--- src/rtl/div_issue_ctrl_pkg.sv ---
// div_issue_ctrl_pkg: shared types and constants for the divider issue controller.
//   - issue FSM state encoding (IDLE/BUSY/RESP)
//   - operand width, the signed-overflow dividend and the all-ones pattern
//   - result-select encodings (quotient / remainder)
package div_issue_ctrl_pkg;

    localparam int XLEN = 32;

    typedef enum logic [1:0] {
        ST_IDLE = 2'd0,
        ST_BUSY = 2'd1,
        ST_RESP = 2'd2
    } div_state_t;

    localparam logic [XLEN-1:0] DIV_OVF_DIVIDEND = 32'h8000_0000;
    localparam logic [XLEN-1:0] ALL_ONES         = '1;

    localparam logic RES_SEL_QUOT = 1'b0;
    localparam logic RES_SEL_REM  = 1'b1;

endpackage

--- src/rtl/div_issue_ctrl_if.sv ---
// div_issue_ctrl_if: request/response link between the EX-stage issue
// controller and the iterative divider.
//   ex_is_div_inst  request level (divider starts on its rising edge)
//   ex_div_sign     1 = signed operation
//   ex_div_res_sel  0 = quotient, 1 = remainder
//   dividend/divisor held operands
//   div_done        divider completion strobe
//   div_res         divider result, valid with div_done
// Modports: master = issue controller, slave = divider.
interface div_issue_ctrl_if #(
    parameter int XLEN = div_issue_ctrl_pkg::XLEN
);
    logic            ex_is_div_inst;
    logic            ex_div_sign;
    logic            ex_div_res_sel;
    logic [XLEN-1:0] dividend;
    logic [XLEN-1:0] divisor;
    logic            div_done;
    logic [XLEN-1:0] div_res;

    modport master (
        output ex_is_div_inst, ex_div_sign, ex_div_res_sel, dividend, divisor,
        input  div_done, div_res
    );

    modport slave (
        input  ex_is_div_inst, ex_div_sign, ex_div_res_sel, dividend, divisor,
        output div_done, div_res
    );
endinterface

--- src/rtl/div_issue_ctrl_special.sv ---
// div_special_case: combinational detection of the operand pairs the
// controller answers without the divider.
//   rs1, rs2  dividend / divisor
//   sign      1 = signed
//   res_sel   0 = quotient, 1 = remainder
//   hit       operands are divide-by-zero or signed overflow
//   res       architectural result for the hit case
module div_special_case
    import div_issue_ctrl_pkg::*;
(
    input  logic [XLEN-1:0] rs1,
    input  logic [XLEN-1:0] rs2,
    input  logic            sign,
    input  logic            res_sel,
    output logic            hit,
    output logic [XLEN-1:0] res
);
    logic div_zero;
    logic ovf;

    assign div_zero = (rs2 == '0);
    // Only the signed most-negative / -1 pair overflows.
    assign ovf      = sign && (rs1 == DIV_OVF_DIVIDEND) && (rs2 == ALL_ONES);

    always_comb begin
        hit = div_zero || ovf;
        res = '0;
        if (div_zero)
            res = (res_sel == RES_SEL_REM) ? rs1 : ALL_ONES;
        else if (ovf)
            res = (res_sel == RES_SEL_REM) ? '0 : DIV_OVF_DIVIDEND;
    end
endmodule

--- src/rtl/div_issue_ctrl.sv ---
// div_issue_ctrl: EX-stage initiator for the iterative divider.
// Accepts DIV/DIVU/REM/REMU from ID/EX, latches operands, drives the divider
// request, stalls the pipeline until completion and emits a one-cycle
// writeback. Divide-by-zero and signed overflow resolve locally.
// Ports:
//   clk, rst          clock, synchronous active-high reset
//   id_ex_*           incoming instruction and operands
//   flush             kills the in-flight op
//   div               divider link (master side)
//   stall             freeze IF/ID/EX
//   wb_valid/rd/data  writeback strobe, index and value
//   div_timeout       one-cycle pulse when the divider never answered
// Optional macro DIV_RES_REUSE_EN: remember the last divider result and
// answer an identical op without re-issuing it.
module div_issue_ctrl #(
    parameter int XLEN           = div_issue_ctrl_pkg::XLEN,
    parameter int TIMEOUT_CYCLES = 64,
    parameter int RD_W           = 5
) (
    input  logic            clk,
    input  logic            rst,
    input  logic            id_ex_valid,
    input  logic            id_ex_is_div,
    input  logic            id_ex_div_sign,
    input  logic            id_ex_div_res_sel,
    input  logic [XLEN-1:0] id_ex_rs1,
    input  logic [XLEN-1:0] id_ex_rs2,
    input  logic [RD_W-1:0] id_ex_rd,
    input  logic            flush,
    div_issue_ctrl_if.master div,
    output logic            stall,
    output logic            wb_valid,
    output logic [RD_W-1:0] wb_rd,
    output logic [XLEN-1:0] wb_data,
    output logic            div_timeout
);
    import div_issue_ctrl_pkg::*;

    localparam int CNT_W = $clog2(TIMEOUT_CYCLES);

    div_state_t      state_q, state_d;
    logic [CNT_W-1:0] cnt_q, cnt_d;
    logic [XLEN-1:0] rs1_q, rs1_d, rs2_q, rs2_d, res_q, res_d;
    logic [RD_W-1:0] rd_q, rd_d, wb_rd_q, wb_rd_d;
    logic            sign_q, sign_d, sel_q, sel_d, tmo_q, tmo_d;
    logic            accept, sc_hit;
    logic [XLEN-1:0] sc_res;

    div_special_case u_special (
        .rs1     (id_ex_rs1),
        .rs2     (id_ex_rs2),
        .sign    (id_ex_div_sign),
        .res_sel (id_ex_div_res_sel),
        .hit     (sc_hit),
        .res     (sc_res)
    );

`ifdef DIV_RES_REUSE_EN
    logic            tag_vld_q, tag_vld_d;
    logic [XLEN-1:0] tag_rs1_q, tag_rs1_d, tag_rs2_q, tag_rs2_d, tag_res_q, tag_res_d;
    logic            tag_sign_q, tag_sign_d, tag_sel_q, tag_sel_d;
    logic            reuse_hit;

    assign reuse_hit = tag_vld_q && (tag_rs1_q == id_ex_rs1) && (tag_rs2_q == id_ex_rs2)
                    && (tag_sign_q == id_ex_div_sign) && (tag_sel_q == id_ex_div_res_sel);
`endif

    assign accept = id_ex_valid && id_ex_is_div && !flush;

    always_comb begin
        state_d  = state_q;
        cnt_d    = cnt_q;
        rs1_d    = rs1_q;
        rs2_d    = rs2_q;
        rd_d     = rd_q;
        sign_d   = sign_q;
        sel_d    = sel_q;
        res_d    = res_q;
        wb_rd_d  = wb_rd_q;
        tmo_d    = 1'b0;
        stall    = 1'b0;
        wb_valid = 1'b0;
`ifdef DIV_RES_REUSE_EN
        tag_vld_d  = flush ? 1'b0 : tag_vld_q;
        tag_rs1_d  = tag_rs1_q;
        tag_rs2_d  = tag_rs2_q;
        tag_sign_d = tag_sign_q;
        tag_sel_d  = tag_sel_q;
        tag_res_d  = tag_res_q;
`endif
        unique case (state_q)
            ST_IDLE: begin
                if (accept) begin
                    stall  = 1'b1;
                    rs1_d  = id_ex_rs1;
                    rs2_d  = id_ex_rs2;
                    rd_d   = id_ex_rd;
                    sign_d = id_ex_div_sign;
                    sel_d  = id_ex_div_res_sel;
                    if (sc_hit) begin
                        res_d   = sc_res;
                        wb_rd_d = id_ex_rd;
                        state_d = ST_RESP;
                    end
`ifdef DIV_RES_REUSE_EN
                    else if (reuse_hit) begin
                        res_d   = tag_res_q;
                        wb_rd_d = id_ex_rd;
                        state_d = ST_RESP;
                    end
`endif
                    else begin
                        cnt_d   = '0;
                        state_d = ST_BUSY;
                    end
                end
            end
            ST_BUSY: begin
                stall = 1'b1;
                cnt_d = cnt_q + 1'b1;
                // flush beats a coincident div_done
                if (flush) begin
                    state_d = ST_IDLE;
                end else if (div.div_done) begin
                    res_d   = div.div_res;
                    wb_rd_d = rd_q;
                    state_d = ST_RESP;
`ifdef DIV_RES_REUSE_EN
                    tag_vld_d  = 1'b1;
                    tag_rs1_d  = rs1_q;
                    tag_rs2_d  = rs2_q;
                    tag_sign_d = sign_q;
                    tag_sel_d  = sel_q;
                    tag_res_d  = div.div_res;
`endif
                end else if (cnt_q == CNT_W'(TIMEOUT_CYCLES - 1)) begin
                    tmo_d   = 1'b1;
                    state_d = ST_IDLE;
`ifdef DIV_RES_REUSE_EN
                    tag_vld_d = 1'b0;
`endif
                end
            end
            ST_RESP: begin
                // Always return to IDLE: the request stays low through RESP
                // and the following accept cycle, giving the divider a clean
                // rising edge for the next op.
                wb_valid = !flush;
                state_d  = ST_IDLE;
            end
            default: state_d = ST_IDLE;
        endcase
    end

    always_ff @(posedge clk) begin
        if (rst) begin
            state_q <= ST_IDLE;
            cnt_q   <= '0;
            rs1_q   <= '0;
            rs2_q   <= '0;
            rd_q    <= '0;
            sign_q  <= 1'b0;
            sel_q   <= 1'b0;
            res_q   <= '0;
            wb_rd_q <= '0;
            tmo_q   <= 1'b0;
`ifdef DIV_RES_REUSE_EN
            tag_vld_q  <= 1'b0;
            tag_rs1_q  <= '0;
            tag_rs2_q  <= '0;
            tag_sign_q <= 1'b0;
            tag_sel_q  <= 1'b0;
            tag_res_q  <= '0;
`endif
        end else begin
            state_q <= state_d;
            cnt_q   <= cnt_d;
            rs1_q   <= rs1_d;
            rs2_q   <= rs2_d;
            rd_q    <= rd_d;
            sign_q  <= sign_d;
            sel_q   <= sel_d;
            res_q   <= res_d;
            wb_rd_q <= wb_rd_d;
            tmo_q   <= tmo_d;
`ifdef DIV_RES_REUSE_EN
            tag_vld_q  <= tag_vld_d;
            tag_rs1_q  <= tag_rs1_d;
            tag_rs2_q  <= tag_rs2_d;
            tag_sign_q <= tag_sign_d;
            tag_sel_q  <= tag_sel_d;
            tag_res_q  <= tag_res_d;
`endif
        end
    end

    assign div.ex_is_div_inst = (state_q == ST_BUSY);
    assign div.ex_div_sign    = sign_q;
    assign div.ex_div_res_sel = sel_q;
    assign div.dividend       = rs1_q;
    assign div.divisor        = rs2_q;
    assign wb_rd              = wb_rd_q;
    assign wb_data            = res_q;
    assign div_timeout        = tmo_q;
endmodule

--- src/flat_wrapper.sv ---
// flat-port wrapper written by rule: the top's interface ports become plain ports
module div_issue_ctrl_flat import div_issue_ctrl_pkg::*;
#(
    parameter int XLEN           = div_issue_ctrl_pkg::XLEN,
    parameter int TIMEOUT_CYCLES = 64,
    parameter int RD_W           = 5
)
  (clk, rst, id_ex_valid, id_ex_is_div, id_ex_div_sign, id_ex_div_res_sel, id_ex_rs1, id_ex_rs2, id_ex_rd, flush, stall, wb_valid, wb_rd, wb_data, div_timeout, div_ex_is_div_inst, div_ex_div_sign, div_ex_div_res_sel, div_dividend, div_divisor, div_div_done, div_div_res);
  div_issue_ctrl_if #(.XLEN(XLEN)) div_i ();
  input  logic clk;
  input  logic rst;
  input  logic id_ex_valid;
  input  logic id_ex_is_div;
  input  logic id_ex_div_sign;
  input  logic id_ex_div_res_sel;
  input  logic [XLEN-1:0] id_ex_rs1;
  input  logic [XLEN-1:0] id_ex_rs2;
  input  logic [RD_W-1:0] id_ex_rd;
  input  logic flush;
  output logic stall;
  output logic wb_valid;
  output logic [RD_W-1:0] wb_rd;
  output logic [XLEN-1:0] wb_data;
  output logic div_timeout;
  output wire logic [$bits(div_i.ex_is_div_inst)-1:0] div_ex_is_div_inst;
  output wire logic [$bits(div_i.ex_div_sign)-1:0] div_ex_div_sign;
  output wire logic [$bits(div_i.ex_div_res_sel)-1:0] div_ex_div_res_sel;
  output wire logic [$bits(div_i.dividend)-1:0] div_dividend;
  output wire logic [$bits(div_i.divisor)-1:0] div_divisor;
  input wire logic [$bits(div_i.div_done)-1:0] div_div_done;
  input wire logic [$bits(div_i.div_res)-1:0] div_div_res;
  assign div_ex_is_div_inst = div_i.ex_is_div_inst;
  assign div_ex_div_sign = div_i.ex_div_sign;
  assign div_ex_div_res_sel = div_i.ex_div_res_sel;
  assign div_dividend = div_i.dividend;
  assign div_divisor = div_i.divisor;
  assign div_i.div_done = div_div_done;
  assign div_i.div_res = div_div_res;
  div_issue_ctrl #(.XLEN(XLEN), .TIMEOUT_CYCLES(TIMEOUT_CYCLES), .RD_W(RD_W)) u_core (.clk(clk), .rst(rst), .id_ex_valid(id_ex_valid), .id_ex_is_div(id_ex_is_div), .id_ex_div_sign(id_ex_div_sign), .id_ex_div_res_sel(id_ex_div_res_sel), .id_ex_rs1(id_ex_rs1), .id_ex_rs2(id_ex_rs2), .id_ex_rd(id_ex_rd), .flush(flush), .div(div_i), .stall(stall), .wb_valid(wb_valid), .wb_rd(wb_rd), .wb_data(wb_data), .div_timeout(div_timeout));
endmodule
--- config.mk ---
export PLATFORM = sky130hd
export DESIGN_NAME = div_issue_ctrl_flat
export DESIGN_NICKNAME = d
export VERILOG_FILES = /design/src/rtl/div_issue_ctrl_pkg.sv /design/src/rtl/div_issue_ctrl_if.sv /design/src/rtl/div_issue_ctrl_special.sv /design/src/rtl/div_issue_ctrl.sv /design/src/flat_wrapper.sv
export SDC_FILE = /design/constraint.sdc
export NUM_CORES = 1
export LEC_CHECK = 0
export ABC_AREA = 1
export CORE_MARGIN = 5
export CORE_UTILIZATION = 45
export DETAILED_ROUTE_END_ITERATION = 8
export PLACE_DENSITY = 0.78
export SLEW_MARGIN = 20
export SYNTH_ARGS = -nofsm -noshare
export SYNTH_HDL_FRONTEND = slang
export SYNTH_HIERARCHICAL = 1
export SYNTH_SLANG_ARGS = --single-unit
export TNS_END_PERCENT = 50
--- constraint.sdc ---
create_clock -name clk -period 1.9 [get_ports clk]
set_input_delay 0.19 -clock clk [delete_from_list [all_inputs] [get_ports clk]]
set_output_delay 0.19 -clock clk [all_outputs]
set_load 0.02 [all_outputs]
## After elaboration in Yosys (flattened, before gate mapping)

Cells that the tools add are included.
Widths: inputs -> output; s select.

- Register bits after elaboration: 117
- Word-level logic and storage cells: 64
- Bits of input ports: 109
- Output and inout bits: 107

- $add $sub $neg: 1
- Bitwise operators: 1
- Muxes and demuxes: 27
- Reduce and logical (&&, ||, !) cells: 14
- Eq/ne operators: 11

Operator list:

| operator | number |
|---|---|
| $mux 32 | 8 |
| $eq 32x32->1 const B | 2 |
| $pmux 32 s2 | 1 |
| $logic_not 32->1 | 1 |
| $mux 5 | 4 |
| $mux 6 | 2 |
| $pmux 6 s2 | 1 |
| $mux 2 | 5 |
| $pmux 5 s2 | 1 |
| $add 6x1->6 const B | 1 |
| $eq 6x6->1 const B | 1 |
| $ne 2x1->1 const B | 3 |
| $reduce_and 5->1 | 1 |
| $logic_and 1x1->1 | 4 |
| $ne 2x2->1 const B | 2 |
| $ne 4x2->1 const B | 1 |
| $pmux 2 s2 | 1 |
| $reduce_and 2->1 | 2 |
| $reduce_or 4->1 | 1 |
| $mux 1 | 3 |
| $reduce_and 3->1 | 1 |
| $eq 2x1->1 const B | 1 |
| $eq 2x2->1 const B | 1 |
| $logic_not 2->1 | 1 |
| other kinds (5) | 5 |

## Depth between registers and ports, before layout

Gate-level depths: netlist of the first run.

- Depth in word-level cells: 8
- Depth in mapped cells: 15
- Depth with buffers taken out: 14

## Cells and area by module

The synthesis of the first run kept the hierarchy.

Modules (own cells, without submodules):

| module | seq. area each (µm²) | instances | cells an instance | area each (µm²) |
|---|---|---|---|---|
| div_issue_ctrl | 2342.2 | 1 | 742 | 5128.7 |
| div_special_case | 0.0 | 1 | 152 | 713.2 |

## Least setup slack after synthesis of the first run

OpenSTA, ideal clock, no wires.

- Kind: input-to-reg
- From: in id_ex_rs2[18]
- To: reg u_core.res_q[27], in the netlist u_core/wb_data[27]
- Arrival time: 1593 ps
- Path buffers: 3
- Setup time: 114 ps
- Data required time: 1786 ps
- Slack: 193 ps
- Stages: 14
- Cell sequence: nor2_1 -> nand4_1 -> or2_0 -> nor2_2 -> inv_2 -> buf_6 -> nand2_1 -> nand2_1 -> nand2_2 -> buf_6 -> buf_6 -> nand3_1 -> nand2_1 -> nor2_2

- Elaborated cells between the ends (all ways): 11
- Classes of those cells: 2 x eq/ne; 5 x mux; 4 x reduce/logical

RTL lines:

| what | RTL line | text |
|---|---|---|
| start: declaration | flat_wrapper.sv:17 | `input logic [XLEN-1:0] id_ex_rs2;` |
| $eq 32x32->1 | div_issue_ctrl_special.sv:23 | `assign ovf = sign && (rs1 == DIV_OVF_DIVIDEND) && (rs2 == ALL_ONES);` |
| $logic_and 1x1->1 | div_issue_ctrl_special.sv:23 |  |
| $logic_or 1x1->1 * | div_issue_ctrl_special.sv:26 | `hit = div_zero \|\| ovf;` |
| named net u_core.sc_hit | div_issue_ctrl.sv:46 | `logic accept, sc_hit;` |
| $ne 2x1->1 (no line) * | - |  |
| $reduce_and 5->1 (no line) * | - |  |
| end signal: assignment | div_issue_ctrl.sv:183 | `res_q <= res_d;` |
| end: declaration | div_issue_ctrl.sv:43 | `logic [XLEN-1:0] rs1_q, rs1_d, rs2_q, rs2_d, res_q, res_d;` |

The timed path passes the listed nets; every way through them passes the cells marked *. The select of a mux whose other input is x is not followed.
A chain may end at the register's enable or synchronous reset.

## Worst setup path after layout of the first run

- From: in id_ex_rs2[1]
- To: reg u_core.res_q[31], in the netlist u_core/wb_data[31]

The elaborated chain is that of the path after synthesis.

==> results of run 1 <==
[Yosys cell counts (all sizes together)]
master / instances
nand2: 154
clkbuf: 18
o21ai: 71
nor3b: 1
o21bai: 1
o211ai: 1
ha: 1
or2: 2
dfxtp: 117
nor3: 3
inv: 55
nor2: 327
and2: 1
nand3: 84
a21oi: 7
nand3b: 1
buf: 38
nand4: 12
[critical path, delay by kind of cell]
kind	cells	cell delay [ns]
AND/OR/NAND/NOR	10	1.15
buffers and inverters	3	0.73
[what timing repair did]
item	4_1_cts	5_1_grt
hold buffers	0	0
resized for setup	5	27
setup endpoints to repair	4	41
pin swaps	0	14
cloned	0	3
[layout make-up]
type	instances	share of cell area (%)
clock buffers	18	4.77
clock inverters	13	2.24
inverters	55	2.32
multi-input cells	666	32.3
flip-flops and latches	117	25.4
well taps	172	2.34
repair buffers	278	30.6
[state kept, by name, summed over array words and instances (netlist names)]
register                   flops
u_core/wb_data                32
u_core/cnt_q                   6
u_core/rd_q                    5
u_core/div_timeout             1
u_core/state_q                 2
u_core/div.dividend           32
u_core/wb_rd                   5
u_core/div.ex_div_sign         1
u_core/div.divisor            32
u_core/div.ex_div_res_sel      1
[power by group through the flow]
stage / Clock, W / Sequential [W] / Combinational, W
after floorplan: 0 / 0.00272 / 0.000292
after global placement: 0 / 0.00263 / 0.000949
after detailed placement: 0 / 0.00263 / 0.000950
after CTS: 0.00355 / 0.00258 / 0.000957
after global routing: 0.00366 / 0.00259 / 0.00104
final: 0.00351 / 0.00258 / 0.000964
[worst paths after layout]
| check | startpoint | to | slack, ns |
|---|---|---|---|
| worst max-delay path | id_ex_rs2[1] | u_core/wb_data[31] | 0.12 |
| worst min-delay path | id_ex_rs2[18] | u_core/div.divisor[18] | 0.09 |
| worst max register to register | u_core/state_q[0] | u_core/div.divisor[26] | 0.31 |
| worst min register to register | u_core/wb_data[22] | u_core/wb_data[22] | 0.48 |
[stage by stage]
| stage | hold WS (ns) | TNS, ns | area [um^2] |
|---|---|---|---|
| final | 0.0936 | 0 | 9210 |
| after global routing | 0.0918 | 0 | 9210 |
| after CTS | 0.377 | 0 | 9060 |
| after detailed placement | 0.472 | -16.80 | 8410 |
| after global placement | 0.463 | -14.98 | 8410 |
| after floorplan | 0.325 | 0 | 5840 |
[cell families (layout without fill, tap and decap cells)]
group	Yosys count	after routing	synth area share, %
flops	117	117	40.1
simple gates	585	585	43.1
fa+ha+maj	1	1	0.214
compound gates	80	80	6.94
buf+inv	111	364	9.70
[cell usage in the layout (no fill, tap or decap), types with 5 or more instances in the layout]
| master | instances |
|---|---|
| sky130_fd_sc_hd__a21oi_1 | 7 |
| sky130_fd_sc_hd__buf_12 | 9 |
| sky130_fd_sc_hd__buf_4 | 51 |
| sky130_fd_sc_hd__bufinv_16 | 5 |
| sky130_fd_sc_hd__clkbuf_16 | 20 |
| sky130_fd_sc_hd__clkdlybuf4s50_1 | 200 |
| sky130_fd_sc_hd__clkinvlp_4 | 5 |
| sky130_fd_sc_hd__dfxtp_1 | 116 |
| sky130_fd_sc_hd__dlymetal6s2s_1 | 12 |
| sky130_fd_sc_hd__inv_1 | 49 |
| sky130_fd_sc_hd__inv_2 | 5 |
| sky130_fd_sc_hd__nand2_1 | 147 |
| sky130_fd_sc_hd__nand2_2 | 5 |
| sky130_fd_sc_hd__nand3_1 | 74 |
| sky130_fd_sc_hd__nand3_2 | 10 |
| sky130_fd_sc_hd__nand4_1 | 12 |
| sky130_fd_sc_hd__nor2_1 | 288 |
| sky130_fd_sc_hd__nor2_2 | 35 |
| sky130_fd_sc_hd__o21ai_0 | 59 |
| sky130_fd_sc_hd__o21ai_1 | 12 |
[per-layer routing]
layer	vias to the layer above	wire, um	global-route usage [%]
li1	3284	-	-
met4	2	296	7.73
met2	236	9770	41.3
met1	2848	8320	32.2
met5	-	7	0
met3	19	1660	8.40
==> key figures, run 1 <==
Floorplan
  • FP Rows: 41
  • Initial core utilization: between 40% and 50%
  • Placeable Area: 12700 um^2
  • Overall die width: 124 um
  • Overall die height: around 120 um
  • Top Ports: 216
  • Die Footprint: 15400 um^2

Drt
  • Residual DRC count: 0
  • Total number of vias: 6389
  • Total Wirelength: 20.1 mm
  • First-iteration detailed-routing DRC count: 538
  • DRT Pass-1 Iters: 5
  • Average wire per cell in the routed design: 15.2 um
  • ANT nets after route: 0
  • Via/cell ratio: a little under 5

Finish
  • Fraction of final layout cells with drive strength greater than 1: 13.9%
  • N_diodes: 0
  • Area growth from synthesis to layout: 57.7%
  • Multi-input combinational cell area: approximately 3000 um^2
  • Total number of nets in the final design: 1245
  • Area of all sequential standard cells: 2340 um^2
  • Share of the core filled with cells in the final layout: 72.7%
  • Final-layout fill cell count: 1025
  • Number of cells in the finished layout apart from fillers: 1319

Power and ir drop
  • Leak pwr: 4.00 nW
  • Sw power: 0.00169 W
  • Part of the power in the clock network: 49.8%
  • Power per Cell Area: 766 nW/um^2
  • Overall power consumption: 0.00706 W
  • Worst ir drop on vdd: 679 uV
  • Net switching share of the total power: around a quarter
  • Power share of the sequential group: between 30% and 40%
  • Cell internal pwr: around 0.0054 W
  • Combinational Power Share: a little over an eighth

Worst hold path
  • Min-Delay Path Depth: 3
  • Worst min-delay path class: input port to flop

Timing
  • Number of hold violations in the final report: 0
  • Clock Skew: 0.00415 ns
  • Headroom to the max-slew limit: 49.6%
  • Smallest setup slack after layout: 0.118 ns
  • Max-slew violation count: 0
  • Max Clk Rate: 0.561 GHz
  • Unrepaired setup endpoints after global routing: no
  • Final cycle utilization of the critical path: 93.8%
  • Worst Max-Slew Pin Slew: 0.757 ns
  • Post-route minimum period: 1.78 ns
  • Number of setup violations in the final report: 0

Global routing
  • Number of antenna violations at the first check in global routing: 1
  • Global-route wire length before repair: about 30 mm
  • Total routing usage reported by global routing: between 20% and 30%
  • Via count of the first global-routing pass: 5938
  • Overflow left after global routing: 0
  • Largest net degree at the start of global routing: 72

Placement
  • Number of buffers inserted by port buffering: ~220
  • Setup Slack @ Placement: -0.411 ns
  • RD Place Congestion: ~0.91
  • HPWL after DPL: around 14 mm
  • Total instance count after detailed placement: about 1300

Synthesis
  • Cells after Synth: 894
  • Yosys synthesis warning count: 6
  • Cell types occupying the most area after synthesis: sky130_fd_sc_hd__dfxtp_1, sky130_fd_sc_hd__nor2_1, sky130_fd_sc_hd__nand2_1, sky130_fd_sc_hd__nand3_1, sky130_fd_sc_hd__o21ai_0
  • Post-synthesis cell type with the largest combined area: sky130_fd_sc_hd__dfxtp_1
  • Synthesized netlist net count: about 1000
  • Per-instance average area after synthesis: 6.53 um^2
  • Share of synthesized area occupied by flip-flops and latches: ~40%
  • Count of unique library cells instantiated by Yosys: 31
  • Count of state elements after synthesis: 117
  • Netlist area before placement: just under 6000 um^2
  • Proportion of netlist area held by the largest area contributor: 40.1%

Status
  • Run status: completed

Critical path
  • CP Launch Type: input port
  • WP data arrival: about 2.1 ns
  • Critical path, cell by cell: clkdlybuf4s50_1 -> nor2_1 -> nand4_1 -> or2_0 -> nor2_2 -> inv_2 -> nand2_2 -> nand2_2 -> nand2_4 -> buf_4 -> nand3_1 -> nand2_1 -> nor2_1
  • Cell with the largest stage delay on the worst path: sky130_fd_sc_hd__clkdlybuf4s50_1
  • CP max stage delay: 0.43 ns
  • Crit-path max FO: 10
  • Required time of the worst setup path: roughly 2.2 ns
  • Count of cells along the worst register-to-register path: 5
  • Startpoint-to-endpoint class of the critical path: input port to flop
  • Kind of end point of the critical path: flop

CTS
  • CTS clock-pin slew for the worst setup and hold paths: 0.05 ns
  • Latest clock arrival within the worst-skew pair: 0.42 ns
  • TritonCTS clock tree: done
  • Setup Fix Bufs, Post-CTS: 0
  • Number of buffers created by CTS: 17
  • Maximum root-to-sink buffer count: 2
  • # clock sinks: between 100 and 150
  • H-Tree Level Count: 4
  • Cell chosen for the clock root: sky130_fd_sc_hd__clkbuf_16

Flow run
  • Count of max-cap constraint violations: 0
Note: power is estimated with default switching activity, not from simulation.
==> inputs of run 2 (changes only) <==
--- a/config.mk
+++ b/config.mk
@@ -7,9 +7,9 @@
 export LEC_CHECK = 0
 export ABC_AREA = 1
 export CORE_MARGIN = 5
-export CORE_UTILIZATION = 45
+export CORE_UTILIZATION = 41
 export DETAILED_ROUTE_END_ITERATION = 8
-export PLACE_DENSITY = 0.78
+export PLACE_DENSITY = 0.75
 export SLEW_MARGIN = 20
 export SYNTH_ARGS = -nofsm -noshare
 export SYNTH_HDL_FRONTEND = slang
==> constraint.sdc (replaced) <==
create_clock -name clk -period 1.55 [get_ports clk]
set_input_delay 0.155 -clock clk [delete_from_list [all_inputs] [get_ports clk]]
set_output_delay 0.155 -clock clk [all_outputs]
set_load 0.02 [all_outputs]
==> key figures, run 2 (synthesis results as in run 1) <==
Status
  • Run status: finished, violations left (was completed)
  • Violated checks: negative hold slack

CTS
  • CTS Hold Buffers Added: 0 (unchanged)
  • CTS clock-pin slew for the worst setup and hold paths: 0.05 ns (about the same)
  • Maximum root-to-sink buffer count: 2 (unchanged)
  • H-Tree Level Count: 4 (unchanged)
  • # clock sinks: 117 (unchanged)
  • Cell chosen for the clock root: sky130_fd_sc_hd__clkbuf_16 (unchanged)
  • TritonCTS clock tree: done (unchanged)
  • Number of buffers created by CTS: 17 (unchanged)
  • Latest clock arrival within the worst-skew pair: 0.42 ns (about the same)

Timing
  • Final cycle utilization of the critical path: a little over nine tenths
  • Number of hold violations in the final report: 1 (was 0)
  • Headroom to the max-slew limit: 73.2% (was 49.6%)
  • Final-layout worst hold slack: -0.0126 ns (was 0.0936 ns)
  • Max Clk Rate: 0.653 GHz
  • Unrepaired setup endpoints after global routing: yes (was no)
  • Max-slew violation count: 0 (unchanged)
  • Clock Skew: 0.00737 ns (was 0.00415 ns)
  • Post-Route Setup TNS: 0 ns (unchanged)
  • Post-route minimum period: around 1.5 ns
  • Number of setup violations in the final report: 0 (unchanged)
  • Worst Max-Slew Pin Slew: 0.402 ns (was 0.757 ns)

Critical path
  • Required time of the worst setup path: 1.86 ns (was 2.21 ns)
  • Critical path, cell by cell: buf_6 -> inv_2 -> nor2_4 -> nand2_2 -> nand2_4 -> buf_6 -> buf_4 -> nand3_2 -> nand2_1 -> nor2_2 (was clkdlybuf4s50_1 -> nor2_1 -> nand4_1 -> or2_0 -> nor2_2 -> inv_2 -> nand2_2 -> nand2_2 -> nand2_4 -> buf_4 -> nand3_1 -> nand2_1 -> nor2_1)
  • Cell with the largest stage delay on the worst path: sky130_fd_sc_hd__dfxtp_4 (was sky130_fd_sc_hd__clkdlybuf4s50_1)
  • WP data arrival: 1.84 ns (was 2.09 ns)
  • CP max stage delay: 0.38 ns (was 0.43 ns)
  • Crit-path max FO: 5 (was 10)
  • Kind of end point of the critical path: flop (unchanged)
  • Critical path's most frequent cell: sky130_fd_sc_hd__buf_6
  • CP Launch Type: flop (was input port)
  • Startpoint-to-endpoint class of the critical path: flop to flop (was input port to flop)

Placement
  • RD Place Congestion: 0.868 (was 0.909)
  • Number of buffers inserted by port buffering: 215 (unchanged)
  • Total instance count after detailed placement: 1317 (was 1285)
  • HPWL after DPL: 14.4 mm (was 13.9 mm)

Floorplan
  • FP Rows: 43 (was 41)
  • Overall die width: 129 um (was 124 um)
  • Top Ports: 216 (unchanged)
  • Overall die height: 129 um (was 124 um)
  • Die Footprint: 16700 um^2 (was 15400 um^2)
  • Placeable Area: 13900 um^2 (was 12700 um^2)
  • Initial core utilization: 41.9% (was 46.1%)

Finish
  • Final-layout fill cell count: 1157 (was 1025)
  • N_diodes: 0 (unchanged)
  • Total number of nets in the final design: 1290 (was 1245)
  • Area growth from synthesis to layout: 68.0% (was 57.7%)
  • Fraction of final layout cells with drive strength greater than 1: 24.1% (was 13.9%)
  • Most frequent cells in the layout: sky130_fd_sc_hd__nor2_1, sky130_fd_sc_hd__nand2_1, sky130_fd_sc_hd__dfxtp_1, sky130_fd_sc_hd__buf_4, sky130_fd_sc_hd__nand3_1 (was sky130_fd_sc_hd__nor2_1, sky130_fd_sc_hd__clkdlybuf4s50_1, sky130_fd_sc_hd__nand2_1, sky130_fd_sc_hd__dfxtp_1, sky130_fd_sc_hd__nand3_1)
  • Commonest non-fill, non-tap cell in the layout: sky130_fd_sc_hd__nor2_1 (unchanged)
  • Share of the core filled with cells in the final layout: 70.4% (was 72.7%)
  • Area of all sequential standard cells: 2350 um^2 (was 2340 um^2)
  • Number of cells in the finished layout apart from fillers: 1372 (was 1319)
  • Multi-input combinational cell area: 3150 um^2 (was 2980 um^2)

Power and ir drop
  • Leak pwr: 5.36 nW (was 4.00 nW)
  • Net switching share of the total power: 24.1% (was 23.9%)
  • Sw power: 0.00213 W (was 0.00169 W)
  • Power per Cell Area: 901 nW/um^2 (was 766 nW/um^2)
  • Worst ir drop on vdd: 827 uV (was 679 uV)
  • Overall power consumption: 0.00884 W (was 0.00706 W)
  • Cell internal pwr: 0.00671 W (was 0.00537 W)
  • Power share of the sequential group: 35.7% (was 36.6%)
  • Combinational Power Share: 13.4% (was 13.7%)
  • Part of the power in the clock network: 50.9% (was 49.8%)

Drt
  • Total Wirelength: 21.4 mm (was 20.1 mm)
  • Total number of vias: 6759 (was 6389)
  • Average wire per cell in the routed design: 15.6 um (was 15.2 um)
  • DRT Pass-1 Iters: 5 (unchanged)
  • Via/cell ratio: 4.93 (was 4.84)
  • First-iteration detailed-routing DRC count: 460 (was 538)
  • Residual DRC count: 0 (unchanged)
  • ANT nets after route: 0 (unchanged)

Global routing
  • Via count of the first global-routing pass: 6561 (was 5938)
  • Largest net degree at the start of global routing: 52 (was 72)
  • Overflow left after global routing: 0 (unchanged)
  • Total routing usage reported by global routing: 25.3% (was 25.4%)
  • Global-route wire length before repair: 33.1 mm (was 30.4 mm)
  • Number of antenna violations at the first check in global routing: 0 (was 1)

Worst hold path
  • Worst min-delay path class: input port to flop (unchanged)

Flow run
  • Count of max-cap constraint violations: 0 (unchanged)
[run 2: power by group through the flow]
stage                     Clock [W]  Combinational (W)  Sequential [W]
after floorplan                   0           0.000362         0.00333
after detailed placement          0            0.00123         0.00323
after CTS                   0.00457            0.00118         0.00316
final                       0.00450            0.00118         0.00316
after global routing        0.00473            0.00128         0.00317
after global placement            0            0.00122         0.00322
[run 2: path summary, 6_finish.rpt]
path | depth (start not counted) | slack, ns | end | start
min reg2reg | 2 | 0.46 | u_core/wb_data[23] | u_core/wb_data[23]
max reg2reg | 10 | 0.02 | u_core/wb_data[7] | u_core/state_q[0]
min | 3 | -0.01 | u_core/div.dividend[31] | id_ex_rs1[31]
max | 10 | 0.02 | u_core/wb_data[7] | u_core/state_q[0]
[run 2: final cells by class]
cell class,count,area share [%]
repair buffers,323,32.7
multi-input cells,666,32.1
flip-flops and latches,117,23.9
clock buffers,18,4.47
clock inverters,13,2.35
well taps,180,2.29
inverters,55,2.18
[run 2: worst max-delay path, delay by kind of cell, from the launching register on]
kind / cells / cell delay [ns]
flops: 1 / 0.38
simple gates: 6 / 0.56
buf+inv: 4 / 0.48
[run 2: metal layers]
layer  track usage, %  vias up  part of all wire, %
met1             29.0     3066                   39
met4             10.3        0                  3.3
li1                 -     3374                    -
met3             8.24       47                  8.3
met2             43.4      272                   50
met5                0        -                    0
[run 2: per-stage QoR]
| stage | cell area (um^2) | setup slack, ns |
|---|---|---|
| after floorplan | 5890 | -0.0636 |
| after global placement | 8650 | -0.729 |
| after CTS | 9630 | 0.00107 |
| final | 9810 | 0.0189 |
| after global routing | 9810 | -0.106 |
| after detailed placement | 8650 | -0.752 |
[run 2: timing repair]
action,4_1_cts,5_1_grt
buffers inserted,14,3
resized for setup,166,178
hold endpoints to repair,0,0
endpoints found under the setup margin,75,94
gates cloned,7,3
pin swaps,48,58
==> inputs of run 3 (changes only) <==
--- a/config.mk
+++ b/config.mk
@@ -5,11 +5,11 @@
 export SDC_FILE = /design/constraint.sdc
 export NUM_CORES = 1
 export LEC_CHECK = 0
-export ABC_AREA = 1
+export ABC_AREA = 0
 export CORE_MARGIN = 5
-export CORE_UTILIZATION = 41
+export CORE_UTILIZATION = 40
 export DETAILED_ROUTE_END_ITERATION = 8
-export PLACE_DENSITY = 0.75
+export PLACE_DENSITY = 0.74
 export SLEW_MARGIN = 20
 export SYNTH_ARGS = -nofsm -noshare
 export SYNTH_HDL_FRONTEND = slang
==> key figures, run 3 <==
Placement
  • HPWL after DPL: 15.7 mm (was 14.4 mm)
  • RD Place Congestion: 0.909 (was 0.868)
  • Setup Slack @ Placement: -1.34 ns (was -0.752 ns)
  • Number of buffers inserted by port buffering: 215 (unchanged)
  • Post-Place Cell Area: 8630 um^2 (was 8650 um^2)
  • Total instance count after detailed placement: 1079 (was 1317)

Drt
  • Total number of vias: 6695 (was 6759)
  • Uppermost layer routed: met5 (was met4)
  • Via/cell ratio: 5.91 (was 4.93)
  • Average wire per cell in the routed design: 21.1 um (was 15.6 um)
  • Met3 WL post-DR: 1.81 mm (was 1.78 mm)
  • Residual DRC count: 0 (unchanged)
  • Routed metal-1 wire length: 9.24 mm (was 8.26 mm)
  • Met2 wire length: 11.7 mm (was 10.7 mm)
  • ANT nets after route: 0 (unchanged)
  • Total Wirelength: 23.8 mm (was 21.4 mm)
  • First-iteration detailed-routing DRC count: 607 (was 460)
  • DRT Pass-1 Iters: 5 (unchanged)

Finish
  • Number of cells in the finished layout apart from fillers: 1132 (was 1372)
  • Final design instance area without fill: 9800 um^2 (was 9810 um^2)
  • Share of the core filled with cells in the final layout: 70.3% (was 70.4%)
  • Multi-input combinational cell area: 3210 um^2 (was 3150 um^2)
  • Final-layout fill cell count: 1032 (was 1157)
  • Fraction of final layout cells with drive strength greater than 1: 25.8% (was 24.1%)
  • Area growth from synthesis to layout: 71.9% (was 68.0%)
  • Area of all sequential standard cells: 2340 um^2 (was 2350 um^2)
  • Total number of nets in the final design: 1047 (was 1290)
  • Commonest non-fill, non-tap cell in the layout: sky130_fd_sc_hd__dfxtp_1 (was sky130_fd_sc_hd__nor2_1)
  • Most frequent cells in the layout: sky130_fd_sc_hd__dfxtp_1, sky130_fd_sc_hd__a21oi_1, sky130_fd_sc_hd__clkdlybuf4s50_1, sky130_fd_sc_hd__buf_4, sky130_fd_sc_hd__nand3_1 (was sky130_fd_sc_hd__nor2_1, sky130_fd_sc_hd__nand2_1, sky130_fd_sc_hd__dfxtp_1, sky130_fd_sc_hd__buf_4, sky130_fd_sc_hd__nand3_1)

Floorplan
  • FP Rows: 43 (unchanged)
  • Top Ports: 216 (unchanged)
  • Die Footprint: 16700 um^2 (about the same)
  • Overall die height: 129 um (about the same)
  • Initial core utilization: 40.9% (was 41.9%)
  • Placeable Area: 13900 um^2 (unchanged)
  • Overall die width: 129 um (about the same)

Timing
  • Worst Max-Slew Pin Slew: 0.442 ns (was 0.402 ns)
  • Final cycle utilization of the critical path: 126% (was 98.8%)
  • Headroom to the max-slew limit: 70.6% (was 73.2%)
  • Post-Route Setup TNS: -15.82 ns (was 0 ns)
  • Max Clk Rate: 0.511 GHz (was 0.653 GHz)
  • Number of hold violations in the final report: 0 (was 1)
  • Post-route minimum period: 1.96 ns (was 1.53 ns)
  • Unrepaired setup endpoints after global routing: yes (unchanged)
  • Smallest setup slack after layout: -0.406 ns (was 0.0189 ns)
  • Max-slew violation count: 0 (unchanged)
  • Number of setup violations in the final report: 45 (was 0)
  • Clock Skew: 0.00795 ns (was 0.00737 ns)

Flow run
  • Count of max-cap constraint violations: 0 (unchanged)

Critical path
  • CP Launch Type: input port (was flop)
  • Crit-path max FO: 10 (was 5)
  • Startpoint-to-endpoint class of the critical path: input port to flop (was flop to flop)
  • Required time of the worst setup path: 1.84 ns (was 1.86 ns)
  • Kind of end point of the critical path: flop (unchanged)
  • WP data arrival: 2.24 ns (was 1.84 ns)

Synthesis
  • Count of state elements after synthesis: 117 (unchanged)
  • Count of unique library cells instantiated by Yosys: 42 (was 31)
  • Synth cell count leaders: sky130_fd_sc_hd__dfxtp_1, sky130_fd_sc_hd__a21oi_1, sky130_fd_sc_hd__o21ai_0, sky130_fd_sc_hd__nand3_1, sky130_fd_sc_hd__a211oi_1 (was sky130_fd_sc_hd__nor2_1, sky130_fd_sc_hd__nand2_1, sky130_fd_sc_hd__dfxtp_1, sky130_fd_sc_hd__nand3_1, sky130_fd_sc_hd__o21ai_0)
  • Synthesized netlist net count: 782 (was 1004)
  • Cell types occupying the most area after synthesis: sky130_fd_sc_hd__dfxtp_1, sky130_fd_sc_hd__a21oi_1, sky130_fd_sc_hd__a211oi_1, sky130_fd_sc_hd__mux2i_1, sky130_fd_sc_hd__o21ai_0 (was sky130_fd_sc_hd__dfxtp_1, sky130_fd_sc_hd__nor2_1, sky130_fd_sc_hd__nand2_1, sky130_fd_sc_hd__nand3_1, sky130_fd_sc_hd__o21ai_0)
  • Leading register cell type out of synthesis: sky130_fd_sc_hd__dfxtp_1 (unchanged)
  • Netlist area before placement: 5700 um^2 (was 5840 um^2)
  • Proportion of netlist area held by the largest area contributor: 41.1% (was 40.1%)
  • Cell with the most instances after synthesis: sky130_fd_sc_hd__dfxtp_1 (was sky130_fd_sc_hd__nor2_1)
  • Share of synthesized area occupied by flip-flops and latches: 41.1% (was 40.1%)
  • Post-synth EDFFs: 0 (unchanged)
  • Synth async-reset ratio: 0% (unchanged)
  • Post-synthesis cell type with the largest combined area: sky130_fd_sc_hd__dfxtp_1 (unchanged)
  • Cells after Synth: 672 (was 894)
  • Yosys synthesis warning count: 6 (unchanged)
  • Per-instance average area after synthesis: 8.49 um^2 (was 6.53 um^2)

CTS
  • H-Tree Level Count: 4 (unchanged)
  • Number of buffers created by CTS: 17 (unchanged)
  • Latest clock arrival within the worst-skew pair: 0.41 ns (was 0.42 ns)
  • TritonCTS clock tree: done (unchanged)
  • Cell chosen for the clock root: sky130_fd_sc_hd__clkbuf_16 (unchanged)
  • CTS clock-pin slew for the worst setup and hold paths: 0.05 ns (about the same)
  • # clock sinks: 117 (unchanged)
  • Maximum root-to-sink buffer count: 2 (unchanged)

Global routing
  • Global-route wire length before repair: 35.4 mm (was 33.1 mm)
  • Number of antenna violations at the first check in global routing: 3 (was 0)
  • Overflow left after global routing: 0 (unchanged)
  • Total routing usage reported by global routing: 26.8% (was 25.3%)
  • Largest net degree at the start of global routing: 63 (was 52)
  • Via count of the first global-routing pass: 6639 (was 6561)

Power and ir drop
  • Sw power: 0.00205 W (was 0.00213 W)
  • Cell internal pwr: 0.00685 W (was 0.00671 W)
  • Combinational Power Share: 13.5% (was 13.4%)
  • Part of the power in the clock network: 51.3% (was 50.9%)
  • Power per Cell Area: 908 nW/um^2 (was 901 nW/um^2)
  • Power share of the sequential group: 35.2% (was 35.7%)
  • Net switching share of the total power: 23.0% (was 24.1%)
  • Worst ir drop on vdd: 710 uV (was 827 uV)
  • Leak pwr: 4.42 nW (was 5.36 nW)

Status
  • Run status: finished, violations left (unchanged)
  • Violated checks: negative setup slack (was negative hold slack)

Worst hold path
  • Worst min-delay path class: input port to flop (unchanged)
-- run 3: cell families after synthesis --
group | Yosys count | share of synthesized area, %
AOI/OAI and AO/OA | 270 | 29.2
and+or+nand+nor | 133 | 13.4
DFF | 117 | 41.1
buffers and inverters | 111 | 9.06
muxes | 40 | 7.02
adders and majority gates | 1 | 0.219
-- run 3: critical path, stage by stage --
cell and delay, ns:
sky130_fd_sc_hd__buf_8 0.10, sky130_fd_sc_hd__nand4bb_1 0.18, sky130_fd_sc_hd__or4_4 0.48, sky130_fd_sc_hd__nor4_4 0.30, sky130_fd_sc_hd__a21bo_4 0.16, sky130_fd_sc_hd__nor3b_4 0.23, sky130_fd_sc_hd__buf_4 0.16, sky130_fd_sc_hd__a21o_4 0.21
sky130_fd_sc_hd__buf_12 0.17, sky130_fd_sc_hd__a211oi_1 0.08
-- run 3: per-stage QoR --
step	total power (W)	hold WS, ns
after global placement	0.00434	0.459
after floorplan	0.00361	0.303
after global routing	0.00913	0.0466
after detailed placement	0.00436	0.468
after CTS	0.00887	0.0249
final	0.00890	0.0309
-- run 3: path summary, 6_finish.rpt --
kind / start / depth (start not counted) / end / slack, ns
worst min register to register: u_core/div.divisor[7] / 2 / u_core/div.divisor[7] / 0.48
worst min-delay path: id_ex_rs2[12] / 3 / u_core/div.divisor[12] / 0.03
worst max-delay path: id_ex_rs1[12] / 10 / u_core/wb_data[2] / -0.41
worst max register to register: u_core/state_q[0] / 7 / u_core/wb_data[2] / -0.06
-- run 3: what timing repair did --
item / CTS / global route
gates cloned: 2 / 3
hold buffers: 1 / 0
buffers inserted: 10 / 5
resized for setup: 205 / 125
endpoints found under the setup margin: 66 / 112
pin swaps: 30 / 20
endpoints found under the hold margin: 1 / 0
-- run 3: layer usage --
| metal | vias to the layer above | GRT usage [%] |
|---|---|---|
| li1 | 3029 | - |
| met1 | 3230 | 32.3 |
| met2 | 367 | 45.0 |
| met3 | 67 | 5.44 |
| met4 | 2 | 14.3 |
| met5 | - | 0 |
-- run 3: final cells by class --
cell class	instances	share of cell area, %
Sequential cell	117	23.9
Timing Repair Buffer	322	32.7
Antenna cell	2	0.0511
Inverter	35	1.34
Clock buffer	23	4.98
Clock inverter	9	1.99
Tap cell	180	2.30
Multi-Input combinational cell	444	32.8
-- run 3: power by group through the flow --
stage | Clock (W) | Combinational [W] | Sequential [W]
finish | 0.00456 | 0.00121 | 0.00313
global route | 0.00472 | 0.00127 | 0.00314
CTS | 0.00458 | 0.00117 | 0.00313
detailed placement | 0 | 0.00117 | 0.00319
global placement | 0 | 0.00115 | 0.00319
floorplan | 0 | 0.000343 | 0.00327
